## config.mk

```make
export PLATFORM = sky130hd
export DESIGN_NAME = trace_uart_flat
export DESIGN_NICKNAME = d
export VERILOG_FILES = /design/src/rtl/trace_uart_if.sv /design/src/rtl/trace_uart.sv /design/src/flat_wrapper.sv
export SDC_FILE = /design/constraint.sdc
export NUM_CORES = 1
export LEC_CHECK = 0
export BUFFER_PORTS_ARGS = -buffer_cell sky130_fd_sc_hd__buf_2
export CAP_MARGIN = 10
export CORE_MARGIN = 2
export CORE_UTILIZATION = 56
export CTS_CLUSTER_DIAMETER = 50
export CTS_CLUSTER_SIZE = 20
export DETAILED_ROUTE_END_ITERATION = 8
export PLACE_DENSITY = 0.8
export SYNTH_ARGS = -nofsm -noshare
export SYNTH_HDL_FRONTEND = slang
export SYNTH_SLANG_ARGS = --single-unit
```

## constraint.sdc

```tcl
create_clock -name clk -period 12.6 [get_ports clk]
set_clock_uncertainty 0.05 [all_clocks]
set_input_delay 0.63 -clock clk [delete_from_list [all_inputs] [get_ports clk]]
set_output_delay 0.63 -clock clk [all_outputs]
set_load 0.05 [all_outputs]
```

## src/rtl/trace_uart_if.sv

```systemverilog
// Trace port bundle: core-side sample inputs plus the UART line and status flags.
interface trace_uart_if;
  logic        sample_valid;
  logic [31:0] pc;
  logic [31:0] instruction;
  logic [31:0] alu_out;
  logic        tx;
  logic        busy;
  logic        overflow;

  modport master (
    output sample_valid, pc, instruction, alu_out,
    input  tx, busy, overflow
  );

  modport slave (
    input  sample_valid, pc, instruction, alu_out,
    output tx, busy, overflow
  );
endinterface

```

## src/rtl/trace_uart.sv

```systemverilog
// Debug trace streamer: snapshots {pc, instruction, alu_out}, queues records, sends A5-framed UART 8N1.
// Optional macro TRACE_CHECKSUM_EN appends an XOR checksum byte over the 12 payload bytes.
module trace_uart #(
  parameter int unsigned CLK_HZ = 50000000,
  parameter int unsigned BAUD   = 115200,
  parameter int unsigned DEPTH  = 4
) (
  input  logic         clk,
  input  logic         reset,
  trace_uart_if.slave  bus
);

  localparam int unsigned CPB = CLK_HZ / BAUD;
  localparam int unsigned CW  = (CPB > 1) ? $clog2(CPB) : 1;
  localparam int unsigned AW  = $clog2(DEPTH);
  localparam int unsigned RW  = 96;
  localparam int unsigned BIW = 4;
`ifdef TRACE_CHECKSUM_EN
  localparam int unsigned NBYTES = 14;
`else
  localparam int unsigned NBYTES = 13;
`endif
  localparam logic [7:0]    SYNC     = 8'hA5;
  localparam logic [AW:0]   FULL_CNT = (AW+1)'(DEPTH);
  localparam logic [CW-1:0] BAUD_END = CW'(CPB - 1);
  localparam logic [BIW-1:0] LAST_BYTE = BIW'(NBYTES - 1);

  typedef struct packed {
    logic [31:0] pc;
    logic [31:0] instruction;
    logic [31:0] alu_out;
  } rec_t;

  typedef enum logic [1:0] {IDLE, START, DATA, STOP} st_e;

  st_e             state, state_d;
  rec_t            mem [DEPTH];
  rec_t            wr_rec;
  logic [AW-1:0]   wr_ptr, rd_ptr;
  logic [AW:0]     count, count_d;
  logic            full, empty, push, pop, drop;
  logic [RW-1:0]   shadow;
  logic [CW-1:0]   baud_cnt, baud_d;
  logic [2:0]      bit_idx, bit_d;
  logic [BIW-1:0]  byte_idx, byte_d;
  logic            tx_q, tx_d;
  logic            busy_q, ovf_q;
  logic            byte_end;
  logic            baud_end;
  logic [7:0]      cur_byte;
`ifdef TRACE_CHECKSUM_EN
  logic [7:0]      csum;
`endif

  assign wr_rec   = '{pc: bus.pc, instruction: bus.instruction, alu_out: bus.alu_out};
  assign full     = (count == FULL_CNT);
  assign empty    = (count == '0);
  assign push     = bus.sample_valid && (!full || pop);
  assign drop     = bus.sample_valid && full && !pop;
  assign baud_end = (baud_cnt == BAUD_END);

  // Byte on the wire: sync, then shadow MSB byte (shadow shifts after each payload byte), then checksum
  always_comb begin
    cur_byte = shadow[RW-1 -: 8];
    if (byte_idx == '0) begin
      cur_byte = SYNC;
    end
`ifdef TRACE_CHECKSUM_EN
    else if (byte_idx == LAST_BYTE) begin
      cur_byte = csum;
    end
`endif
  end

  always_comb begin
    count_d = count;
    case ({push, pop})
      2'b10:   count_d = count + (AW+1)'(1);
      2'b01:   count_d = count - (AW+1)'(1);
      default: count_d = count;
    endcase
  end

  // Sequencer and bit engine share one FSM: IDLE pops, START/DATA/STOP serialise each byte
  always_ff @(posedge clk) begin
    if (reset) state <= IDLE;
    else       state <= state_d;
  end

  always_comb begin
    state_d  = state;
    baud_d   = baud_cnt;
    bit_d    = bit_idx;
    byte_d   = byte_idx;
    tx_d     = tx_q;
    pop      = 1'b0;
    byte_end = 1'b0;
    case (state)
      IDLE: begin
        if (!empty) begin
          pop     = 1'b1;
          state_d = START;
          baud_d  = '0;
          byte_d  = '0;
          tx_d    = 1'b0;
        end
      end
      START: begin
        if (baud_end) begin
          state_d = DATA;
          baud_d  = '0;
          bit_d   = '0;
          tx_d    = cur_byte[0];
        end else begin
          baud_d = baud_cnt + CW'(1);
        end
      end
      DATA: begin
        if (baud_end) begin
          baud_d = '0;
          if (bit_idx == 3'd7) begin
            state_d = STOP;
            tx_d    = 1'b1;
          end else begin
            bit_d = bit_idx + 3'd1;
            tx_d  = cur_byte[bit_d];
          end
        end else begin
          baud_d = baud_cnt + CW'(1);
        end
      end
      STOP: begin
        if (baud_end) begin
          baud_d   = '0;
          byte_end = 1'b1;
          if (byte_idx == LAST_BYTE) begin
            state_d = IDLE;
          end else begin
            state_d = START;
            byte_d  = byte_idx + BIW'(1);
            tx_d    = 1'b0;
          end
        end else begin
          baud_d = baud_cnt + CW'(1);
        end
      end
      default: state_d = IDLE;
    endcase
  end

  always_ff @(posedge clk) begin
    if (push) mem[wr_ptr] <= wr_rec;
  end

  always_ff @(posedge clk) begin
    if (reset) begin
      wr_ptr   <= '0;
      rd_ptr   <= '0;
      count    <= '0;
      shadow   <= '0;
      baud_cnt <= '0;
      bit_idx  <= '0;
      byte_idx <= '0;
      tx_q     <= 1'b1;
      busy_q   <= 1'b0;
      ovf_q    <= 1'b0;
    end else begin
      count    <= count_d;
      baud_cnt <= baud_d;
      bit_idx  <= bit_d;
      byte_idx <= byte_d;
      tx_q     <= tx_d;
      busy_q   <= (count_d != '0) || (state_d != IDLE);
      ovf_q    <= ovf_q | drop;
      if (push) wr_ptr <= wr_ptr + AW'(1);
      if (pop) begin
        rd_ptr <= rd_ptr + AW'(1);
        shadow <= mem[rd_ptr];
      end else if (byte_end && byte_idx != '0) begin
        shadow <= {shadow[RW-9:0], 8'h00};
      end
    end
  end

`ifdef TRACE_CHECKSUM_EN
  // Running XOR of payload bytes, folded in as each one finishes
  always_ff @(posedge clk) begin
    if (reset || pop) begin
      csum <= '0;
    end else if (byte_end && byte_idx != '0 && byte_idx != LAST_BYTE) begin
      csum <= csum ^ cur_byte;
    end
  end
`endif

  assign bus.tx       = tx_q;
  assign bus.busy     = busy_q;
  assign bus.overflow = ovf_q;

endmodule

```

## src/flat_wrapper.sv

```systemverilog
// flat-port wrapper written by rule: the top's interface ports become plain ports
module trace_uart_flat 
#(
  parameter int unsigned CLK_HZ = 50000000,
  parameter int unsigned BAUD   = 115200,
  parameter int unsigned DEPTH  = 4
)
  (clk, reset, bus_sample_valid, bus_pc, bus_instruction, bus_alu_out, bus_tx, bus_busy, bus_overflow);
  trace_uart_if bus_i ();
  input  logic clk;
  input  logic reset;
  input wire logic [$bits(bus_i.sample_valid)-1:0] bus_sample_valid;
  input wire logic [$bits(bus_i.pc)-1:0] bus_pc;
  input wire logic [$bits(bus_i.instruction)-1:0] bus_instruction;
  input wire logic [$bits(bus_i.alu_out)-1:0] bus_alu_out;
  output wire logic [$bits(bus_i.tx)-1:0] bus_tx;
  output wire logic [$bits(bus_i.busy)-1:0] bus_busy;
  output wire logic [$bits(bus_i.overflow)-1:0] bus_overflow;
  assign bus_i.sample_valid = bus_sample_valid;
  assign bus_i.pc = bus_pc;
  assign bus_i.instruction = bus_instruction;
  assign bus_i.alu_out = bus_alu_out;
  assign bus_tx = bus_i.tx;
  assign bus_busy = bus_i.busy;
  assign bus_overflow = bus_i.overflow;
  trace_uart #(.CLK_HZ(CLK_HZ), .BAUD(BAUD), .DEPTH(DEPTH)) u_core (.clk(clk), .reset(reset), .bus(bus_i));
endmodule
```

* After elaboration in Yosys (flattened, before gate mapping)
Memory sizes are Yosys's and may differ from the RTL's. A register that Yosys moved wholly into a read port is not among the register bits.
Cells that the tools add are included.
** Word-level totals
- Memory bits (writable) :: 384
- Flip-flop bits (word level) :: 124
- Word-level logic and storage cells :: 96
- Memories :: 1
- Output and inout bits :: 3
** Operators by class
- Magnitude comparators :: 1
- Muxes and demuxes :: 39
- Bitwise gates (word level) :: 1
- Add/subtract/negate cells :: 7
- Eq/ne operators :: 15
- Reduce and logical (&&, ||, !) cells :: 21
** Memory list
- u_core.mem :: words 4, width 96, read ports 1, clocked after memory_dff 1, write ports 1, RTL line trace_uart.sv:37 : rec_t mem [DEPTH];
** Operators with widths (count)
- $mux 96 :: 2
- $mux 9 :: 2
- $pmux 9 s2 :: 1
- $mux 1 :: 14
- $mux 2 :: 7
- $mux 4 :: 3
- $pmux 3 s2 :: 2
- $add 9x1->9 const B :: 1
- $eq 9x9->1 const B :: 1
- $mux 3 :: 3
- $mux 8 :: 1
- $pmux 2 s4 :: 1
- $pmux 4 s2 :: 1
- $reduce_and 4->1 :: 2
- $reduce_bool 2->1 :: 4
- $add 3x1->3 const B :: 2
- $eq 2x2->1 const B :: 3
- $eq 3x3->1 const B :: 2
- $ne 2x1->1 const B :: 3
- $ne 2x2->1 const B :: 3
- $reduce_and 5->1 :: 1
- $add 2x1->2 const B :: 2
- $add 4x1->4 const B :: 1
- $eq 2x1->1 const B :: 2
- other kinds (15) :: 20

* Logic depth before layout (Yosys ltp)
- Depth after elaboration :: 9
- Gate-level depth with buffers :: 11
- Depth with buffers taken out :: 10

* Least setup slack after synthesis
OpenSTA, ideal clock, no wires.
- Path type :: register -> register
- Start :: reg u_core.state[0]
- End :: mem u_core.mem[0][0] (netlist bit) (enable)
- Data required time :: 12084 ps
- Clock period less this slack :: 4150 ps
- Slack :: 8450 ps
- Data arrival time :: 3635 ps
- Stages on the path, launching flop included :: 8
- Cells stage by stage :: dfxtp_1 inv_1 ha_1 buf_4 inv_1 and3_1 nor2b_1 and2_1
** On the way
- Cells in the longest elaborated chain, start to end :: 6
** RTL lines
- start: declaration :: RTL line trace_uart.sv:36 : st_e state, state_d;
- start signal: assignment :: RTL line trace_uart.sv:87 : else state <= state_d;
- $logic_not 2->1 :: RTL line trace_uart.sv:98 : case (state)
- $mux 1 :: RTL line trace_uart.sv:98
- $logic_or 1x1->1 :: RTL line trace_uart.sv:58 : assign push = bus.sample_valid && (!full || pop);
- $logic_and 1x1->1 :: RTL line trace_uart.sv:58
- $mux 1 :: RTL line trace_uart.sv:152 : if (push) mem[wr_ptr] <= wr_rec;
- $mux 1 (not written as such) :: RTL line trace_uart.sv:152
- end: declaration :: RTL line trace_uart.sv:37
Every way passes these cells.

* Worst setup path after layout
- Start :: reg u_core.state[0]
- End :: mem u_core.mem[0][44] (netlist bit) (enable)
Same word-level chain as after synthesis.

==> summary by stage <==
CTS
The deepest clock path buffer count is 3. The post-cts hold buffer count is 0. The maximum level of the CTS H-tree is 2.

The number of setup buffers added after CTS is 0. TritonCTS built the clock tree. The later-pin clock latency in the skew report is 0.56 ns. Clock-pin slew was measured on the worst setup and hold paths at 0.08 ns.

Once the clock tree was built, the resizer swapped 0 gates to a different size. In this run, CTS created clock tree buffers numbering 40. The number of sinks driven by the clock tree is 510. The cell at the root of the clock tree is clkbuf_16.

Finish
In the final layout, the share of cells above drive strength 1 is 22.13%. The relative area change from synthesis to final layout is 10.76%. Once layout is complete, the utilization of the core stands at 63.21%.

Summing all non-filler instances in the final layout gives an area of 21890 sq um. The number of nets in the layout is 1436.

Route
The remaining routing DRC violations is 0. In this run the remaining antenna-violating nets after routing total 0. The post-detailed-routing wire length is 37620 um. The routed via count is 10720. For this run, the detailed router's first-pass iteration total came to 5. After detailed routing, the average wire length per cell comes to 20.82 um. After the first detailed-routing iteration, the DRC count stood at 1029.

The via density per instance is 5.934.

Global routing
In the global route stage, overall resource usage came out at 20.95%. The number of global-route vias before repair is 10700. Global routing finished with a remaining overflow of 0. The initial antenna violation count came to 1. Entering global routing, the biggest net connects 114 pins.

The first global-routing pass estimated 59100 um of wire.

Logic synthesis
The mapped cell area is 19760 sq um. The dominant register cell in the synthesized netlist is edfxtp_1. After Yosys synthesis, full adders, half adders and majority gates account for 1.114% of the synthesized area. In the synthesized netlist the async set-or-reset flop fraction comes to 0%. After synthesis, the largest family of logic cells by area is multiplexers. The fraction of synthesized area in multiplexers is 11.24%. Synthesis produced a netlist whose cell count is 1244. The warning count from the yosys run is 0. Summing the areas of all compound-gate instances in the mapped netlist gives 6.318% of the synthesized area. In this run the mean area of a mapped cell was 15.89 sq um. The fraction of the yosys area taken by sequential cells is 71.11%. The simple-gate area share of the yosys netlist is 7.629%. Counting every net in the synthesized netlist gives 1360. The count of flip-flops with a built-in enable after synthesis is 384. In this run, distinct cell masters in the synthesized netlist total 56.

In this run, synthesis produced a sequential element count of 510. The synthesized netlist devotes 0.3102% of its cell area to XOR and XNOR gates.

Floorplan
The floorplan step set the die width to 191.9 um. For this configuration, the core starts out at a cell density of 57.07%. The total area inside the core boundary comes to 34630 sq um. The die is 191.9 um tall. The placement row count is 68.

During I/O placement, the number of pins put on the boundary was 102. The floorplan step defined a die boundary enclosing 36810 sq um.

Timing
For the pin with the worst max-slew slack, the measured transition is 1.101 ns. The number of max-slew violations in the final report is 0. Setup repair after global routing left no endpoint under its margin. Measured against its own limit, the worst slew margin works out to 26.61%. The number of failing hold endpoints at the final stage is 0. The setup total negative slack is 0 ns. The setup-violating endpoint count in the final report is 0. The timing-limited maximum frequency is 0.2635 GHz. After layout, the worst path uses 30.12% of the clock period.

Across all hold checks on the routed design, the worst slack comes to 0.2292 ns. The post-layout minimum cycle time is 3.796 ns.

Place
The placer congestion estimate is 0.7615. Input and output buffers added on the ports amount to 101. Once detailed placement completed, the half-perimeter wirelength came to 22110 um.

The total placed instance area is 20570 sq um.

Critical path
The critical path is of the reg -> reg type. The worst setup path is captured at a flip-flop. The worst register-to-register path has a setup slack of 8.80 ns.

Data on the critical path arrives at its endpoint at 3.92 ns. The worst path required time is 12.72 ns. Of all nets on the critical path, the largest fanout is 62.

The worst setup path is launched from a flip-flop.

Power and ir drop
The proportion of power drawn by flip-flops and latches is 46.2%. The clock network fraction of total power is 27.2%. The worst-case IR drop observed on VDD is 0.1653 mV. The overall power after layout is 0.004632 W. The switching power is 0.001496 W. Net switching is 32.30% of the power. The analysis attributes to cell leakage a power of 7.136 nW. The share of total power in combinational logic is 26.6%. In this run the power density over the cells is 211.6 nW/um^2. The internal portion of the total power is 0.003136 W.

Run
Max-cap violations in this run came to 0.

Min path
In this run the worst hold path is classified as in -> reg.

Status
The run finished with clean final reports.
==> cells in the final DEF (no fill, tap or decap), types with 6 or more instances in the layout <==
cell       instances
mux4_2            96
nand2_1          185
o21ai_0           11
buf_2            100
buf_4             13
a311oi_1          84
nand3_1           12
inv_1             15
edfxtp_1         384
dfxtp_1          124
a311oi_2           6
mux2i_1            6
ha_1              16
nor2_1           122
clkbuf_16         42
a22oi_1           10
clkbuf_1           6
inv_6              7
a21oi_1           16
==> cells in the mapped netlist (3+ instances only) <==
library cell  number  area share, %
nor3_1             5           0.13
xnor2_1            4           0.18
a21oi_1           16           0.41
nand3b_1           3           0.11
xor2_1             3           0.13
a22oi_1           10           0.38
mux4_2            96             11
nand3_1           12           0.30
a311oi_1          84            3.7
nor2_1           122            2.3
nand2_1          185            3.5
edfxtp_1         384             58
inv_1             15           0.28
a31oi_1            3          0.095
and2_1             8           0.25
o21ai_0           11           0.28
buf_1              7           0.13
buf_4             15           0.57
buf_2             27           0.68
clkbuf_1          29           0.55
ha_1              16            1.0
a311oi_2           6           0.46
or2_2              4           0.13
mux2i_1            6           0.30
dfxtp_1          126             13
and3_1             4           0.13
o21a_1             3           0.11
nor2b_1            3          0.095
==> through the flow <==
stage,setup slack (ns),cells
2_1_floorplan,8.450,1244
3_3_place_gp,8.951,1733
3_5_place_dp,8.793,1733
4_1_cts,8.769,1806
5_1_grt,8.497,1806
6_report,8.804,1807
==> sequential cells by signal, indices dropped and copies added (netlist names), named ones only <==
register	cells
u_core.mem	384
u_core.shadow	96
u_core.baud_cnt	9
u_core.byte_idx	4
u_core.bit_idx	3
u_core.count	3
u_core.rd_ptr	2
u_core.state	2
u_core.wr_ptr	2
u_core.bus.busy	1
u_core.bus.overflow	1
u_core.bus.tx	1
==> metal layers <==
metal	wire [um]	vias to the layer above	part of all wire, %	GRT usage (%)
li1	-	4946	-	-
met1	15850	5373	42	29.37
met2	18760	350	50	34.67
met3	2397	53	6.4	3.654
met4	616	0	1.6	4.941
met5	0	-	0	0
==> area by class of cell <==
type,instances,area (sq um)
Inverter,15,56.30
Sequential cell,510,14060
Tap cell,455,569.3
Clock inverter,23,219.0
Multi-Input combinational cell,640,5283
Timing Repair Buffer,113,598.1
Clock buffer,50,1101
Antenna cell,1,2.502
Fill cell,2328,12740
==> cell families (layout without fill, tap and decap cells) <==
kind of cell | Yosys count | count (layout)
adders and majority gates | 17 | 17
other | 0 | 1
AOI/OAI and AO/OA | 152 | 152
buffers and inverters | 94 | 201
xor gates and xnor gates | 7 | 7
muxes | 102 | 102
DFF | 510 | 510
and+or+nand+nor | 362 | 362
==> worst paths after layout <==
kind / startpoint / endpoint / cells after the start
worst max-delay path: u_core.state[0]$_SDFF_PP0_ / u_core.mem[0][44]$_DFFE_PP_ / 7
worst min-delay path: bus_alu_out[22] / u_core.mem[3][22]$_DFFE_PP_ / 1
worst max register to register: u_core.state[0]$_SDFF_PP0_ / u_core.mem[0][44]$_DFFE_PP_ / 7
worst min register to register: u_core.shadow[58]$_SDFFE_PP0P_ / u_core.shadow[66]$_SDFFE_PP0P_ / 2
==> power groups by stage <==
| stage | clock, W | sequential, W | combinational, W |
|---|---|---|---|
| after global routing | 0.00134 | 0.00216 | 0.00136 |
| after detailed placement | 0 | 0.00217 | 0.00124 |
| after floorplan | 0 | 0.00213 | 0.00101 |
| after CTS | 0.00128 | 0.00214 | 0.00124 |
| final | 0.00126 | 0.00214 | 0.00123 |
| after global placement | 0 | 0.00216 | 0.00120 |
==> worst max-delay path, cell delays in order, from the launching register on <==
cell     delay (ns)
dfxtp_1        0.36
inv_1          0.16
ha_1           0.47
inv_1          0.22
and3_1         0.23
nor2b_1        0.44
and2_4         0.58
buf_4          0.77
(Power assumes the default switching activity.)
